[src/rtl/friscv_pkg.sv]
// Shared configuration for the writeback path.
//   ARCH          : data width of results and the register file
//   REGFILE_DEPTH : number of architectural registers
//   wb_src_e      : writeback source, also the encoding of the arbiter priority
package friscv_pkg;

    localparam int ARCH          = 32;
    localparam int REGFILE_DEPTH = 32;

    typedef enum logic {
        WB_LSU = 1'b0,
        WB_ALU = 1'b1
    } wb_src_e;

endpackage

[src/rtl/wb_scoreboard.sv]
// Pending-write scoreboard: one bit per register, x0 never pending.
//   clk, rst_n          : clock, synchronous active-low reset
//   set_en / set_addr   : mark a register as awaiting writeback
//   clr_en / clr_addr   : writeback completed for a register
//   rs1_addr / rs1_busy : combinational query 1
//   rs2_addr / rs2_busy : combinational query 2
module wb_scoreboard
    import friscv_pkg::*;
#(
    parameter  int REGFILE_DEPTH = friscv_pkg::REGFILE_DEPTH,
    localparam int AW            = $clog2(REGFILE_DEPTH)
)(
    input  logic          clk,
    input  logic          rst_n,
    input  logic          set_en,
    input  logic [AW-1:0] set_addr,
    input  logic          clr_en,
    input  logic [AW-1:0] clr_addr,
    input  logic [AW-1:0] rs1_addr,
    output logic          rs1_busy,
    input  logic [AW-1:0] rs2_addr,
    output logic          rs2_busy
);

    localparam logic [REGFILE_DEPTH-1:0] X0_MASK = {{(REGFILE_DEPTH-1){1'b1}}, 1'b0};

    logic [REGFILE_DEPTH-1:0] r_pending;
    logic [REGFILE_DEPTH-1:0] w_set_mask;
    logic [REGFILE_DEPTH-1:0] w_clr_mask;

    always_comb begin
        w_set_mask = '0;
        w_clr_mask = '0;
        if (set_en) w_set_mask[set_addr] = 1'b1;
        if (clr_en) w_clr_mask[clr_addr] = 1'b1;
    end

    // Set is OR-ed in after the clear so a same-edge set/clear leaves the bit set;
    // X0_MASK keeps bit 0 at zero so an address-0 query always reads idle.
    always_ff @(posedge clk) begin
        if (!rst_n) r_pending <= '0;
        else        r_pending <= ((r_pending & ~w_clr_mask) | w_set_mask) & X0_MASK;
    end

    assign rs1_busy = r_pending[rs1_addr];
    assign rs2_busy = r_pending[rs2_addr];

endmodule

[src/rtl/writeback_unit.sv]
// Writeback arbiter: merges LSU and ALU results into one register-file write
// port, one result per cycle, and tracks pending destinations for hazard checks.
//   clk, rst_n                         : clock, synchronous active-low reset
//   iss_valid / iss_rd                 : issued instruction with a destination
//   lsu_valid/lsu_rd/lsu_data/lsu_ready: load result handshake
//   alu_valid/alu_rd/alu_data/alu_ready: ALU result handshake
//   rs1_addr/rs1_busy, rs2_addr/rs2_busy: hazard queries
//   we / addr_w / data_w               : register file write port (registered)
module writeback_unit
    import friscv_pkg::*;
#(
    parameter  int ARCH          = friscv_pkg::ARCH,
    parameter  int REGFILE_DEPTH = friscv_pkg::REGFILE_DEPTH,
    localparam int AW            = $clog2(REGFILE_DEPTH)
)(
    input  logic            clk,
    input  logic            rst_n,
    input  logic            iss_valid,
    input  logic [AW-1:0]   iss_rd,
    input  logic            lsu_valid,
    input  logic [AW-1:0]   lsu_rd,
    input  logic [ARCH-1:0] lsu_data,
    output logic            lsu_ready,
    input  logic            alu_valid,
    input  logic [AW-1:0]   alu_rd,
    input  logic [ARCH-1:0] alu_data,
    output logic            alu_ready,
    input  logic [AW-1:0]   rs1_addr,
    input  logic [AW-1:0]   rs2_addr,
    output logic            rs1_busy,
    output logic            rs2_busy,
    output logic            we,
    output logic [AW-1:0]   addr_w,
    output logic [ARCH-1:0] data_w
);

    wb_src_e         r_prio;
    wb_src_e         w_prio_nxt;
    logic            r_we;
    logic [AW-1:0]   r_addr_w;
    logic [ARCH-1:0] r_data_w;

    always_ff @(posedge clk) begin
        if (!rst_n) r_prio <= WB_LSU;
        else        r_prio <= w_prio_nxt;
    end

    // Priority only rotates on contention; readies are held low during reset
    // so a coincident handshake is dropped.
    always_comb begin
        lsu_ready  = 1'b0;
        alu_ready  = 1'b0;
        w_prio_nxt = r_prio;
        if (rst_n) begin
            if (lsu_valid && alu_valid) begin
                if (r_prio == WB_LSU) begin
                    lsu_ready  = 1'b1;
                    w_prio_nxt = WB_ALU;
                end else begin
                    alu_ready  = 1'b1;
                    w_prio_nxt = WB_LSU;
                end
            end else begin
                lsu_ready = lsu_valid;
                alu_ready = alu_valid;
            end
        end
    end

    always_ff @(posedge clk) begin
        if (!rst_n) begin
            r_we     <= 1'b0;
            r_addr_w <= '0;
            r_data_w <= '0;
        end else if (lsu_valid && lsu_ready) begin
            r_we     <= (lsu_rd != '0);
            r_addr_w <= lsu_rd;
            r_data_w <= lsu_data;
        end else if (alu_valid && alu_ready) begin
            r_we     <= (alu_rd != '0);
            r_addr_w <= alu_rd;
            r_data_w <= alu_data;
        end else begin
            r_we     <= 1'b0;
        end
    end

    assign we     = r_we;
    assign addr_w = r_addr_w;
    assign data_w = r_data_w;

    wb_scoreboard #(
        .REGFILE_DEPTH (REGFILE_DEPTH)
    ) u_scoreboard (
        .clk      (clk),
        .rst_n    (rst_n),
        .set_en   (iss_valid),
        .set_addr (iss_rd),
        .clr_en   (r_we),
        .clr_addr (r_addr_w),
        .rs1_addr (rs1_addr),
        .rs1_busy (rs1_busy),
        .rs2_addr (rs2_addr),
        .rs2_busy (rs2_busy)
    );

endmodule

[config.mk]
export PLATFORM = sky130hd
export DESIGN_NAME = writeback_unit
export DESIGN_NICKNAME = d
export VERILOG_FILES = /design/src/rtl/friscv_pkg.sv /design/src/rtl/wb_scoreboard.sv /design/src/rtl/writeback_unit.sv
export SDC_FILE = /design/constraint.sdc
export NUM_CORES = 1
export LEC_CHECK = 0
export ABC_AREA = 1
export CAP_MARGIN = 20
export CORE_MARGIN = 5
export CORE_UTILIZATION = 40
export CTS_CLUSTER_DIAMETER = 80
export CTS_CLUSTER_SIZE = 14
export DETAILED_ROUTE_END_ITERATION = 16
export GPL_TIMING_DRIVEN = 0
export PLACE_DENSITY = 0.74
export REMOVE_ABC_BUFFERS = 1
export SKIP_CTS_REPAIR_TIMING = 1
export SYNTH_ARGS = -nofsm -noshare
export SYNTH_HDL_FRONTEND = slang
export SYNTH_HIERARCHICAL = 1
export SYNTH_SLANG_ARGS = --single-unit
[constraint.sdc]
create_clock -name clk -period 1.5 [get_ports clk]
set_input_delay 0.15 -clock clk [delete_from_list [all_inputs] [get_ports clk]]
set_output_delay 0.15 -clock clk [all_outputs]
set_load 0.005 [all_outputs]
After elaboration in Yosys (flattened, before gate mapping). Cells that the tools add are included.

Bits in registers: 71. Input bits: 94. Output and inout port bits: 42. Word-level logic and storage cells: 45.

Order comparisons: 6. Multiplexer cells: 22. Bitwise logic cells: 3. Reduce and logical (&&, ||, !) cells: 8.

Operators with widths (count): $mux 32 (4); $and 32x32->32 (1); $not 32->32 (1); $or 32x32->32 (1); $lt 5x6->1 const B (4); $mux 1 (12); $bmux 1 s5 (2); $demux 1 s5 (2); $ge 5x1->1 const B (2); $mux 5 (2); $reduce_bool 5->1 (2); $logic_and 1x1->1 (5); $reduce_bool 2->1 (1).

Longest topological paths before layout. Gate-level depths: netlist of run 1.

Depth in word-level cells: 8. Depth in mapped cells: 11. Depth with buffers taken out: 9.

Cells and area by module. Netlist of run 1, hierarchy kept.

Modules (own cells, without submodules): writeback_unit (times used 1, cells each 345, area an instance 2179.6 um^2, sequential area each 780.7 um^2); wb_scoreboard (times used 1, cells each 319, area an instance 1990.7 um^2, sequential area each 620.6 um^2).

Worst setup path after synthesis of run 1. OpenSTA, ideal clock, no wires.

Path type: reg-to-reg. Start: reg r_prio. End: reg r_data_w[0], in the netlist data_w[0]. Setup time: 117 ps. Arrival time: 929 ps. Required time: 1383 ps. Slack: 454 ps. Stages on the path, launching flop included: 8. Buffers on the path: 2. Period minus slack after synthesis: 1046 ps. Cells stage by stage: dfxtp_1 -> nand2_1 -> buf_6 -> buf_2 -> nand3_1 -> nand2_1 -> nor2_1 -> nor2_1.

Cells in the longest elaborated chain, start to end: 5. Elaborated cells between the ends (all ways): 10. Those cells by class: 7 x mux; 3 x reduce/logical.

RTL lines: from (decl) (line writeback_unit.sv:37) `wb_src_e r_prio;`; from (signal assigned) (line writeback_unit.sv:45) `else r_prio <= w_prio_nxt;`; $mux 1 (line writeback_unit.sv:56) `if (r_prio == WB_LSU) begin`; $mux 1 (line writeback_unit.sv:55) `if (lsu_valid && alu_valid) begin`; $mux 1 (line writeback_unit.sv:54) `if (rst_n) begin`; $logic_and 1x1->1 (on tied branches) (line writeback_unit.sv:75, writeback_unit.sv:79); $mux 32 or $reduce_bool 2->1 (tied branches); to (signal assigned) (line writeback_unit.sv:78) `r_data_w <= lsu_data;`; to (signal assigned) (line writeback_unit.sv:82) `r_data_w <= alu_data;`; to (decl) (line writeback_unit.sv:41) `logic [ARCH-1:0] r_data_w;`.

Several ways; a longest one is shown, not always the timed one. A chain may end at the register's enable or synchronous reset.

Worst setup path in the final report of run 1.
Start: reg u_scoreboard.r_pending[11]. End: out rs2_busy.

Cells in the longest elaborated chain, start to end: 2.

RTL lines: from (decl) (line wb_scoreboard.sv:27) `logic [REGFILE_DEPTH-1:0] r_pending;`; from (signal assigned) (line wb_scoreboard.sv:42) `else r_pending <= ((r_pending & ~w_clr_mask) | w_set_mask) & X0_MASK;`; $bmux 1 s5 (line wb_scoreboard.sv:46) `assign rs2_busy = r_pending[rs2_addr];`; $mux 1 (not written as such) (line wb_scoreboard.sv:46); to (decl) (line writeback_unit.sv:31) `output logic rs2_busy,`.

Every way passes these cells. The select of a mux whose other input is x is not followed.

==> results of run 1 <==
[metrics by stage]
| stage | worst slack, ps | instances | cell area [sq um] |
|---|---|---|---|
| final | -63.45 | 918 | 5788 |
| after detailed placement | -1128 | 899 | 5480 |
| after global placement | -1573 | 896 | 5410 |
| after global routing | -197.9 | 918 | 5788 |
| after CTS | -946.5 | 915 | 5670 |
| after floorplan | -429.7 | 625 | 3889 |
[worst max-delay path: cells and delay by family, from the launching register on]
kind / cells / cell delay (ps)
flops: 1 / 340
buf+inv: 2 / 270
simple gates: 8 / 480
[state kept, by name, summed over array words and instances (netlist names)]
register                flops
u_scoreboard/r_pending     31
we                          1
r_prio                      1
data_w                     32
addr_w                      5
[cell type report]
type	instances	area, sq um	area share [%]
Multi-Input combinational cell	489	2276	39.32
Timing Repair Buffer	141	1456	25.16
Sequential cell	70	1439	24.86
Inverter	66	256.5	4.431
Tap cell	136	170.2	2.940
Clock buffer	10	127.6	2.205
Clock inverter	6	62.56	1.081
[logic make-up after synthesis]
group | share of synthesized area, %
simple gates | 36.72
buf+inv | 12.81
compound gates | 16.86
flops | 33.60
[power by group]
part | total [mW] | internal (mW) | switching, mW
clock | 1.48 | 0.766 | 0.713
combinational | 1.11 | 0.566 | 0.545
sequential | 2.04 | 1.96 | 0.0713
[final timing paths]
kind / endpoint / depth (start not counted)
max reg2reg: data_w[31] / 6
max: rs2_busy / 10
min: data_w[3] / 3
min reg2reg: u_scoreboard/r_pending[6] / 2
[synthesized netlist by cell type, drive strengths merged]
| library cell | count | area (sq um) |
|---|---|---|
| nand2 | 158 | 598.1 |
| nand3 | 100 | 500.5 |
| nor2 | 78 | 292.8 |
| dfxtp | 70 | 1401 |
| o21ai | 70 | 350.3 |
| a21oi | 69 | 345.3 |
| inv | 66 | 252.7 |
| buf | 30 | 246.5 |
| nor3 | 12 | 133.9 |
| clkbuf | 9 | 35.03 |
| and2 | 1 | 6.260 |
| o21a | 1 | 7.510 |
[per-layer routing]
layer | vias to the layer above | wire length, um
met2 | 190 | 5976
met3 | 15 | 1530
li1 | 2381 | -
met4 | 0 | 126
met5 | - | 0
met1 | 2093 | 5491
==> metrics.md, run 1 <==
| Metric | Value |
|---|---|
| Syn Std Cell Area | 0.004170 sq mm |
| CP Launch Type | flop |
| Global route hottest layer | met2 |
| Reg clk slew, reported paths | 80 ps |
| Crit path required time | 1350 ps |
| Most frequent CP cell | nand2_1 |
| First-pass DRT Iterations | 5 |
| Nets | 871 |
| Synthesis-to-finish area growth | 38.79% |
| Layout Utilization | between 50% and 60% |
| GRT Total Usage | 20.48% |
| Mean cell area of the mapped netlist | around 6.3 sq um |
| CP max-delay cell | dfxtp_2 |
| Syn Inst Count | 664 |
| Layout Skew | 4.761 ps |
| Commonest non-fill, non-tap cells in the layout | nand2_1, clkdlybuf4s50_1, nand3_1, nor2_1, a21oi_1 |
| Pwr Total | 4.625 mW |
| Number of maximum-capacitance violations | 0 |
| CTS tree | built |
| Clk Latency, worst-skew pair | 330 ps |
| RePlAce Congestion | 0.9142 |
| Register area share after synthesis | between 30% and 40% |
| Post-DRT Antenna Nets | 0 |
| Via density | 5.097 |
| Most common cell after layout, fill and taps aside | nand2_1 |
| Final setup viols | 1 |
| Hold Path Origin | rst_n |
| Rows | 37 |
| Final setup margin | -63.45 ps |
| Failing checks | setup timing |
| Critical Path AT | about 1400 ps |
| H-Tree Depth | 3 |
| Number of fill cells | 998 |
| Flop2flop setup slack | 160 ps |
| R2r startpoint | r_prio |
| Largest net degree at the start of global routing | 75 |
| Initial antenna violation count | 0 |
| Starting density of the core | 40.76% |
| CORE AREA | a little over 0.01 sq mm |
| Die area | 0.01257 sq mm |
| Met1 global-route usage | 25.88% |
| Vias in the first global route | 4486 |
| Vias | 4679 |
| Routed WL per cell | 14.30 um |
| # clock sinks | 70 |
| Clock Tree Root | clkbuf_8 |
| TNS Setup | -63.45 ps |
| Starting DRT DRC Count | 237 |
| RSZ-0062 raised after global routing | true |
| Met3 usage | 8.679% |
| Power Density | 799.1 mW/mm^2 |
| # diodes | 0 |
| Detail Placement HPWL | 9686 um |
| Final Cycle Share | 104.2% |
| Slew @ Worst Pin | 904.4 ps |
| Crit Path Class | reg -> out |
| Worst Setup SP | u_scoreboard/r_pending[11] |
| Port Buffer Count | 135 |
| CP cell instances | buf_4 -> nand2_1 -> nand3_1 -> nand3_1 -> nand2_1 -> nand2_1 -> nand2_1 -> nand2_1 -> nand2_1 -> dlymetal6s2s_1 |
| CP endpoint kind | output pin |
| Max FO, Critical Path | 3 |
| Hold WC Path Type | in -> reg |
| Post-synth cell types | 21 |
| Die Y | 112.1 um |
| Global-route wire length before repair | 21650 um |
| Die Width | 112.1 um |
| Final hold violation count | 0 |
| Share of cells above drive strength 1 | 11.51% |
| Status | complete, but fails checks |
| Hold WS | 207.8 ps |
| Post-route DRC | 0 |
| Min cycle time layout | 1563 ps |
| Routed WL | approximately 13000 um |
| CP max stage delay | approximately 340 ps |
| Leak | between 2 and 2.5 nW |
| Rel. slew slack | about two fifths |
| Clk buf depth | 2 |
| Congestion Overflow GR | 0 |
| Fmax | about 640 MHz |
| CTS Buf Count | 9 |
| Top-level I/O count | 136 |
| Final Max Slew Viols | 0 |
| Met2 Use GR | between 30% and 40% |
| Worst-case vdd ir drop | 0.5139 mV |
| #FFs+latches synth | 70 |
| YS warnings | 6 |
(Power assumes the default switching activity.)
==> inputs of run 2 (changes only) <==
Settings changed: PLACE_DENSITY 0.74 to 0.76, SLEW_MARGIN set to 15, SYNTH_HIERARCHICAL 1 to not set.
==> metrics.md, run 2 <==
| Metric | Value |
|---|---|
| Number of maximum-capacitance violations | 0 (unchanged) |
| Share of cells above drive strength 1 | 12.94% (+1.4 points) |
| Max FFs per register | 32 (unchanged) |
| Commonest non-fill, non-tap cells in the layout | nand2_1, clkdlybuf4s50_1, nand3_1, inv_1, dfxtp_1 |
| Xor-xnor portion of the synthesized cell area | 0% (unchanged) |
| First-pass DRT Iterations | 5 (unchanged) |
| Vias in the first global route | 4147 (-7.6%) |
| Layout Skew | 12.57 ps (+7.806 ps) |
| CP max stage delay | 330 ps (about the same) |
| Vias | 4393 (-6.1%) |
| Synth Area in Compound Gates | 16.63% (-0.23 points) |
| CP endpoint kind | output pin |
| Status | complete, no violations |
| Fraction of registers with async set/reset | 0% (unchanged) |
| Hold depth | 3 (unchanged) |
| H-Tree Depth | 3 (unchanged) |
| Initial antenna violation count | 0 (unchanged) |
| #FFs+latches synth | 70 (unchanged) |
| Hold WC Path Type | in -> reg |
| Post-DRT Antenna Nets | 0 (unchanged) |
| FF-to-FF path depth | 6 (unchanged) |
| Routed WL per cell | 16.05 um (+12%) |
| Min cycle time layout | 1491 ps (-72.21 ps) |
| CP max-delay cell | dfxtp_2 |
| Starting density of the core | 40.70% (-0.063 points) |
| Max FO, Critical Path | 2 (-1) |
| CP Launch Type | flop |
| Post-route DRC | 0 (unchanged) |
| Simple-gate area share of the yosys netlist | 34.43% (-2.3 points) |
| Via density | 5.344 (+4.9%) |
| Layout Utilization | 61.08% (+4.5 points) |
| Dpl cells | 788 (-12%) |
| Clk buf depth | 2 (unchanged) |
| Synth area leader | dfxtp_1 |
| Crit Path Class | reg -> out |
| Starting DRT DRC Count | 234 (-1.3%) |
| Placement Cell Area | 0.005055 sq mm (-7.8%) |
| CTS Buf Count | 9 (unchanged) |
| Design Area, Final | 0.005590 sq mm (-3.4%) |
| Global-route wire length before repair | 19820 um (-8.4%) |
| Most frequent CP cell | nand2_1 |
| Multi-input logic area | 0.002016 sq mm (-11%) |
| Critical Path AT | 1340 ps (-70 ps) |
| Rows | 35 (-5.4%) |
| Power Density | 897.5 mW/mm^2 (+12%) |
| Die Width | 106.5 um (-5.0%) |
| Hold WS | 289.6 ps (+81.84 ps) |
| Largest family of logic cells by synthesized area | simple AND/OR/NAND/NOR gates |
| Predominant post-synthesis flop cell | dfxtp_1 |
| Die Y | 106.5 um (-5.0%) |
| Leak | 2.483 nW (-0.40%) |
| Clock Tree Root | clkbuf_8 |
| CP cell instances | inv_1 -> nand2_1 -> nand3_1 -> nand3_1 -> nand3_1 -> nand2_1 -> nand2_1 -> nand2_1 -> buf_2 |
| Congestion Overflow GR | 0 (unchanged) |
| Reg clk slew, reported paths | 80 ps (about the same) |
| CTS tree | built |
| Area share of the largest cell type after synthesis | 37.62% (+4.0 points) |
| Commonest cells in the synthesized netlist | nand2_1, nand3_1, dfxtp_1 |
| Top-count cell post-synth | nand2_1 |
| Largest net degree at the start of global routing | 42 (-44%) |
| Detail Placement HPWL | 9120 um (-5.8%) |
| RePlAce Congestion | 0.8946 (-2.1%) |
| Final setup margin | 8.763 ps (+72.21 ps) |
| TNS Setup | 0 ps (+63.45 ps) |
| Die area | 0.01134 sq mm (-9.7%) |
| Synth Area in Adders | 0% (unchanged) |
| Register area share after synthesis | 37.62% (+4.0 points) |
| # diodes | 0 (unchanged) |
| Final hold violation count | 0 (unchanged) |
| Routed WL | 13200 um (+0.53%) |
| Syn Inst Count | 570 (-14%) |
| Slew @ Worst Pin | 953.1 ps (+48.72 ps) |
| Nets | 800 (-8.2%) |
| Top cells by area, synth | dfxtp_1, nand2_1, nand3_1 |
| Number of synthesized flops with an enable pin | 0 (unchanged) |
| Most common cell after layout, fill and taps aside | nand2_1 |
| Rel. slew slack | 36.39% (-3.3 points) |
| Top-level I/O count | 136 (unchanged) |
| Syn Std Cell Area | 0.003725 sq mm (-11%) |
| YS warnings | 0 (-6) |
| # clock sinks | 70 (unchanged) |
| Post-synth cell types | 23 (+9.5%) |
| Mean cell area of the mapped netlist | 6.535 sq um (+4.0%) |
| Clk Latency, worst-skew pair | 350 ps (+20 ps) |
| Number of fill cells | 811 (-19%) |
| Reg area | 0.001436 sq mm (-0.17%) |
| Synthesis-to-finish area growth | 50.08% |
| CORE AREA | 0.009153 sq mm (-11%) |
| Placement Setup Slack | -1655 ps (-526.7 ps) |
| Final setup viols | 0 (-1) |
| RSZ-0062 raised after global routing | true |
| Crit path required time | 1350 ps (about the same) |
| Worst-case vdd ir drop | 0.5269 mV (+2.5%) |
| Fmax | 670.6 MHz (+4.8%) |
| Post-Layout Cell Count | 822 (-10%) |
| Multiplexer share of the synthesized area | 0% (unchanged) |
| Port Buffer Count | 135 (unchanged) |
| Final Max Slew Viols | 0 (unchanged) |
| Pwr Total | 5.018 mW (+8.5%) |
| Final Cycle Share | 99.42% (-4.8 points) |
| GRT Total Usage | 21.61% (+1.1 points) |
==> run 2: cell types whose count changed in the layout (fill, tap and decap cells not counted), moves of 8 or more <==
cell      change
buf_4        +13
nor2_1       -70
inv_2        -13
o211ai_1     +32
inv_1        +12
o21ai_0      -32
nand3_1      -10
nand2_1      +25
a21oi_1      -35
nor3_1        +8
==> run 2: cells by family (layout without fill, tap and decap cells) <==
kind of cell	count (synthesis)	after routing
AND/OR/NAND/NOR	302	304
buffers and inverters	94	233
AO/OA/AOI/OAI	104	104
flip-flops	70	70
==> run 2: final timing paths <==
kind | slack, ps | end | start
setup / recovery | 9 | rs1_busy | u_scoreboard.r_pending[5]
hold / removal | 290 | addr_w[4] | rst_n
setup reg to reg | 120 | data_w[8] | r_prio
hold reg to reg | 490 | u_scoreboard.r_pending[7] | u_scoreboard.r_pending[7]
==> run 2: area by class of cell <==
cell class / count / share of cell area, %
Tap cell: 111 / 2.484
Sequential cell: 70 / 25.69
Clock inverter: 5 / 1.880
Timing Repair inverter: 2 / 0.3133
Multi-Input combinational cell: 408 / 36.06
Timing Repair Buffer: 150 / 26.19
Clock buffer: 11 / 2.708
Inverter: 65 / 4.678
==> run 2: report_power, final <==
| part | leakage (nW) | switching, mW | internal, mW |
|---|---|---|---|
| logic | 1.77 | 0.504 | 0.550 |
| registers | 0.587 | 0.0772 | 1.97 |
| clock network | 0.122 | 0.726 | 1.20 |
| total | 2.48 | 1.31 | 3.71 |
==> run 2: routing by layer <==
layer / vias to the layer above / wire length [um] / track usage [%]
met5: - / 0 / 0
met4: 0 / 123 / 7.397
met3: 9 / 1567 / 9.411
met2: 219 / 6466 / 35.70
met1: 1999 / 5038 / 24.99
li1: 2166 / - / -
==> run 2: critical path: cells and delay by family, from the launching register on <==
kind | cells | cell delay (ps)
flops | 1 | 330
buf+inv | 2 | 210
simple gates | 7 | 460
==> RTL change 1, RTL diff (config.mk and constraints of run 1) <==
`ARCH`: 32 -> 16.
--- a/src/rtl/friscv_pkg.sv
+++ b/src/rtl/friscv_pkg.sv
@@ -5,5 +5,5 @@
 package friscv_pkg;
 
-    localparam int ARCH          = 32;
+    localparam int ARCH          = 16;
     localparam int REGFILE_DEPTH = 32;
 
Interface: changed (resized alu_data, data_w and lsu_data); port bits go from 136 to 88. No check against the original RTL was run, so the function may have changed too.
==> RTL change 1 against run 1 <==
- total power decreased by 30%
- setup slack improved by 76 ps
- routed wire length decreased by 21%
- final area decreased by 25%
- combinational power decreased by 29%
- synthesized area decreased by 22%
- maximum frequency increased by 5.1%
- sequential cell count decreased by 16
==> RTL change 1: results (changes against run 1) <==
| Metric | Value |
|---|---|
| Setup TNS | 0 ps (was -63.4 ps) |
| CTS Buf Count | 5 (was 9) |
| Synth cell count leaders | nand2_1, nand3_1, dfxtp_1 (was nand2_1, nand3_1, nor2_1) |
| Nets | 657 (was 871) |
| Worst-skew pair later-pin latency | 310 ps (was 330 ps) |
| Launch point of the critical path | u_scoreboard/r_pending[7] (was u_scoreboard/r_pending[11]) |
| Minimum clock period | 1490 ps (was 1560 ps) |
| Register area share after synthesis | 33.2% (was 33.6%) |
| First-pass DRT Iterations | 7 (was 5) |
| DR vias | 3723 (was 4679) |
| Worst hold margin | 263 ps (was 208 ps) |
| Status | finished clean (was complete, but fails checks) |
| Met3 wire length | 1.14 mm (was 1.53 mm) |
| Initial antenna violation count | 0 (unchanged) |
| R2R Setup Slk | 120 ps (was 160 ps) |
| HPWL after detailed placement | 7.31 mm (was 9.69 mm) |
| Finished Layout Cells | 698 (was 918) |
| GRT Total Usage | 20.4% (was 20.5%) |
| First-pass GRT wire length | 16.9 mm (was 21.6 mm) |
| Initial drt markers | 234 (was 237) |
| Leakage power | 0.00183 uW (was 0.00249 uW) |
| R2r endpoint | data_w[11] (was data_w[31]) |
| Pre-CTS setup slack | -962 ps (was -1130 ps) |
| Vias in the first global route | 3575 (was 4486) |
| Placer Congestion | 0.907 (was 0.914) |
| Fin Clk Skew | 10.2 ps (was 4.76 ps) |
| Drt wl/cell | 14.8 um (was 14.3 um) |
| Internal power | 2300 uW (was 3300 uW) |
| # fillers | 777 (was 998) |
| Crit Path Max Fanout | 2 (was 3) |
| Met1 Wirelength | 4.27 mm (was 5.49 mm) |
| Met2 WL post-DR | 4.66 mm (was 5.98 mm) |
| CP endpoint | rs1_busy (was rs2_busy) |
| WHS Path Cells | 2 (was 3) |
| Synthesized area per cell | 6.23 um^2 (was 6.28 um^2) |
| Synth cell types | 20 (was 21) |
| WHS Endpoint | r_prio (was data_w[3]) |
| Cell Area, Placed | 4110 um^2 (was 5480 um^2) |
| Max H-tree Level | 2 (was 3) |
| Ranking of synthesized cells by area | dfxtp_1, nand2_1, nand3_1, a21oi_1, o21ai_0 (unchanged) |
| Share of power burned in the clock network | 28.0% (was 32.0%) |
| Placed Cells | 687 (was 899) |
| Port bufs | 87 (was 135) |
| Flip-flop count of the largest register after layout | 31 (was 32) |
| Switching power share of the total | 29.3% (was 28.7%) |
| Largest net degree at the start of global routing | 43 (was 75) |
| Compound-gate portion of the synthesized area | 16.7% (was 16.9%) |
| Comb power | 784 uW (was 1110 uW) |
| Layout cells sized above 1 | 15.8% (was 11.5%) |
| Worst slew pin tran | 941 ps (was 904 ps) |
| Maximum VDD drop | 0.435 mV (was 0.514 mV) |
## RTL change 1: cell types whose count changed after synthesis, sizes merged
cell    change
nor2       -32
a21oi      -16
dfxtp      -16
inv        -16
nand2      -16
nand3      -16
o21ai      -16
buf        -12
clkbuf      -2
## RTL change 1: layer usage
metal / vias up / track usage (%)
met1: 1687 / 25.7
met2: 158 / 31.9
met5: - / 0
li1: 1854 / -
met4: 0 / 6.94
met3: 24 / 8.06
## RTL change 1: area by class of cell
cell class | instances | area (um^2) | share of cell area [%]
Inverter | 50 | 198 | 4.54
Sequential cell | 54 | 1120 | 25.8
Tap cell | 102 | 128 | 2.93
Timing Repair Buffer | 91 | 918 | 21.1
Clock buffer | 7 | 96.3 | 2.21
Clock inverter | 1 | 8.76 | 0.201
Multi-Input combinational cell | 393 | 1880 | 43.3
## RTL change 1: worst reg2reg max path, stage by stage (launching register included)
cell and delay [ps]:
dfxtp_2 370, nand2_1 280, buf_16 280, nand3_1 110
nand2_1 70, nor2_1 130, nor2_1 50
==> RTL change 2, RTL diff (flow settings as in run 1) <==
Without the edit above. Make the reset (`rst_n`) asynchronous in 3 clocked blocks. Comments in the files are not updated.
--- a/src/rtl/wb_scoreboard.sv
+++ b/src/rtl/wb_scoreboard.sv
@@ -38,5 +38,5 @@
     // Set is OR-ed in after the clear so a same-edge set/clear leaves the bit set;
     // X0_MASK keeps bit 0 at zero so an address-0 query always reads idle.
-    always_ff @(posedge clk) begin
+    always_ff @(posedge clk or negedge rst_n) begin
         if (!rst_n) r_pending <= '0;
         else        r_pending <= ((r_pending & ~w_clr_mask) | w_set_mask) & X0_MASK;
--- a/src/rtl/writeback_unit.sv
+++ b/src/rtl/writeback_unit.sv
@@ -41,5 +41,5 @@
     logic [ARCH-1:0] r_data_w;
 
-    always_ff @(posedge clk) begin
+    always_ff @(posedge clk or negedge rst_n) begin
         if (!rst_n) r_prio <= WB_LSU;
         else        r_prio <= w_prio_nxt;
@@ -68,5 +68,5 @@
     end
 
-    always_ff @(posedge clk) begin
+    always_ff @(posedge clk or negedge rst_n) begin
         if (!rst_n) begin
             r_we     <= 1'b0;
Check against the original RTL: differs if rst_n is asserted again (counterexample within 4 cycles, from zero or initial values and one cycle with rst_n low); with rst_n held inactive, the same outputs for 10 cycles.
==> RTL change 2 against run 1 <==
- the run ends with hold timing, setup timing left
- final area increased by 3.2%
- setup slack got worse by 97 ps
- critical path type unchanged
- sequential cell count unchanged
- cell count decreased by 6.9%
- synthesized area decreased by 1.5%
- core utilization increased by 2.1 points
- die area decreased by 1.3%
- routed wire length increased by 6.4%
- maximum frequency decreased by 5.8%
Power is not compared: it rests on default switching activity, and its combinational part moved more than twofold at a synthesized area within 25%.
==> RTL change 2: results (changes against run 1) <==
| Metric | Value |
|---|---|
| CTS Buf Count | 9 (unchanged) |
| Synth cell types | 17 (was 21) |
| Largest net degree at the start of global routing | 74 (was 75) |
| WP data arrival | 1510 ps (was 1410 ps) |
| Finished Layout Cells | 855 (was 918) |
| HP Class | primary input to asynchronous set/reset pin (was primary input to register) |
| Setup TNS | -286 ps (was -63.4 ps) |
| First-pass DRT Iterations | 6 (was 5) |
| Register area share after synthesis | 42.6% (was 33.6%) |
| Initial drt markers | 323 (was 237) |
| Ranking of synthesized cells by area | dfrtp_1, nand2_1, nand3_1, o21ai_0, nand3b_1 (was dfxtp_1, nand2_1, nand3_1, a21oi_1, o21ai_0) |
| Worst-skew pair later-pin latency | 360 ps (was 330 ps) |
| Final setup viols | 2 (was 1) |
| Cell Area, Placed | 5470 um^2 (was 5480 um^2) |
| Placed Cells | 821 (was 899) |
| Worst hold margin | -333 ps (was 208 ps) |
| Synth cell count leaders | nand2_1, nand3_1, dfrtp_1 (was nand2_1, nand3_1, nor2_1) |
| CTS Buffer Depth | 2 (unchanged) |
| Synthesized area per cell | 7.16 um^2 (was 6.28 um^2) |
| Asr flop ratio synth | 100% (was 0%) |
| Setup ws final | -160 ps (was -63.4 ps) |
| DRC | 0 (unchanged) |
| DR vias | 4477 (was 4679) |
| Status | complete, but fails checks (unchanged) |
| Top_reg_cell synth | dfrtp_1 (was dfxtp_1) |
| Placer Congestion | 0.898 (was 0.914) |
| Failing checks | hold timing, setup timing (was setup timing) |
| GRT Total Usage | 20.7% (was 20.5%) |
| Flip-flop count of the largest register after layout | 32 (unchanged) |
| HPWL after detailed placement | 9.49 mm (was 9.69 mm) |
| Nets | 808 (was 871) |
| Drt total wl | 14.0 mm (was 13.1 mm) |
| Final Hold Viols | 70 (was 0) |
| Fin Clk Skew | 7.86 ps (was 4.76 ps) |
RTL change 2: cell count changes in the layout (fill, tap and decap cells not counted), moves of 15 or more:
| cell | run 1 | this run |
|---|---|---|
| dfxtp_1 | 40 | 0 |
| nand2_1 | 155 | 193 |
| nand3_1 | 96 | 111 |
| dfxtp_2 | 30 | 0 |
| a21oi_1 | 69 | 0 |
| nand3b_1 | 0 | 32 |
| nor2_1 | 78 | 4 |
| dfrtp_1 | 0 | 65 |
RTL change 2: metrics by stage:
step	hold slack (ps)	setup slack, ps
final	-333	-160
after global routing	-302	-261
after CTS	-39.8	-1550
after detailed placement	337	-1560
after global placement	462	-3910
after floorplan	-146	-66.5
RTL change 2: power by group:
part / switching (uW) / internal (uW) / total (uW)
Sequential: 497 / 2480 / 2970
Combinational: 1310 / 1250 / 2560
Clock: 744 / 1100 / 1850
RTL change 2: path summary, 6_finish.rpt:
check | end | start | cells after the start
max | rs2_busy | u_scoreboard/r_pending[20] | 10
max in group asynchronous | addr_w[0] | rst_n | 1
min in group clk | r_prio | lsu_valid | 3
min reg2reg | data_w[27] | data_w[27] | 2
min | data_w[6] | rst_n | 1
max reg2reg | u_scoreboard/r_pending[21] | we | 4
RTL change 2: final cells by class:
cell class	count	area, um^2
Clock buffer	10	128
Clock inverter	6	110
Fill cell	933	4210
Inverter	62	267
Multi-Input combinational cell	419	2020
Sequential cell	70	1760
Tap cell	136	170
Timing Repair Buffer	151	1510
Timing Repair inverter	1	8.76
RTL change 2: kinds of logic after synthesis:
| kind of cell | Yosys count | synth area share [%] |
|---|---|---|
| xor+xnor | 1 | 0.213 |
| compound gates | 65 | 7.92 |
| buf+inv | 87 | 10.5 |
| flops | 70 | 42.6 |
| simple gates | 351 | 38.7 |
RTL change 2: layer usage:
metal	global-route usage [%]	up-vias	routed length, um
met5	0	-	0
met4	7.22	0	202
met3	7.72	26	1520
met2	33.3	247	6670
met1	25.8	2053	5560
li1	-	2151	-
RTL change 2: critical path, stage by stage (launching register included):
cell and delay [ps]:
dfrtp_1 420, buf_4 150, nand2_1 70, nand3_2 70, nand3_2 70, nand2_1 70
nand2_1 60, nand2_1 50, nand2_1 50, nand2_1 40, clkbuf_2 100
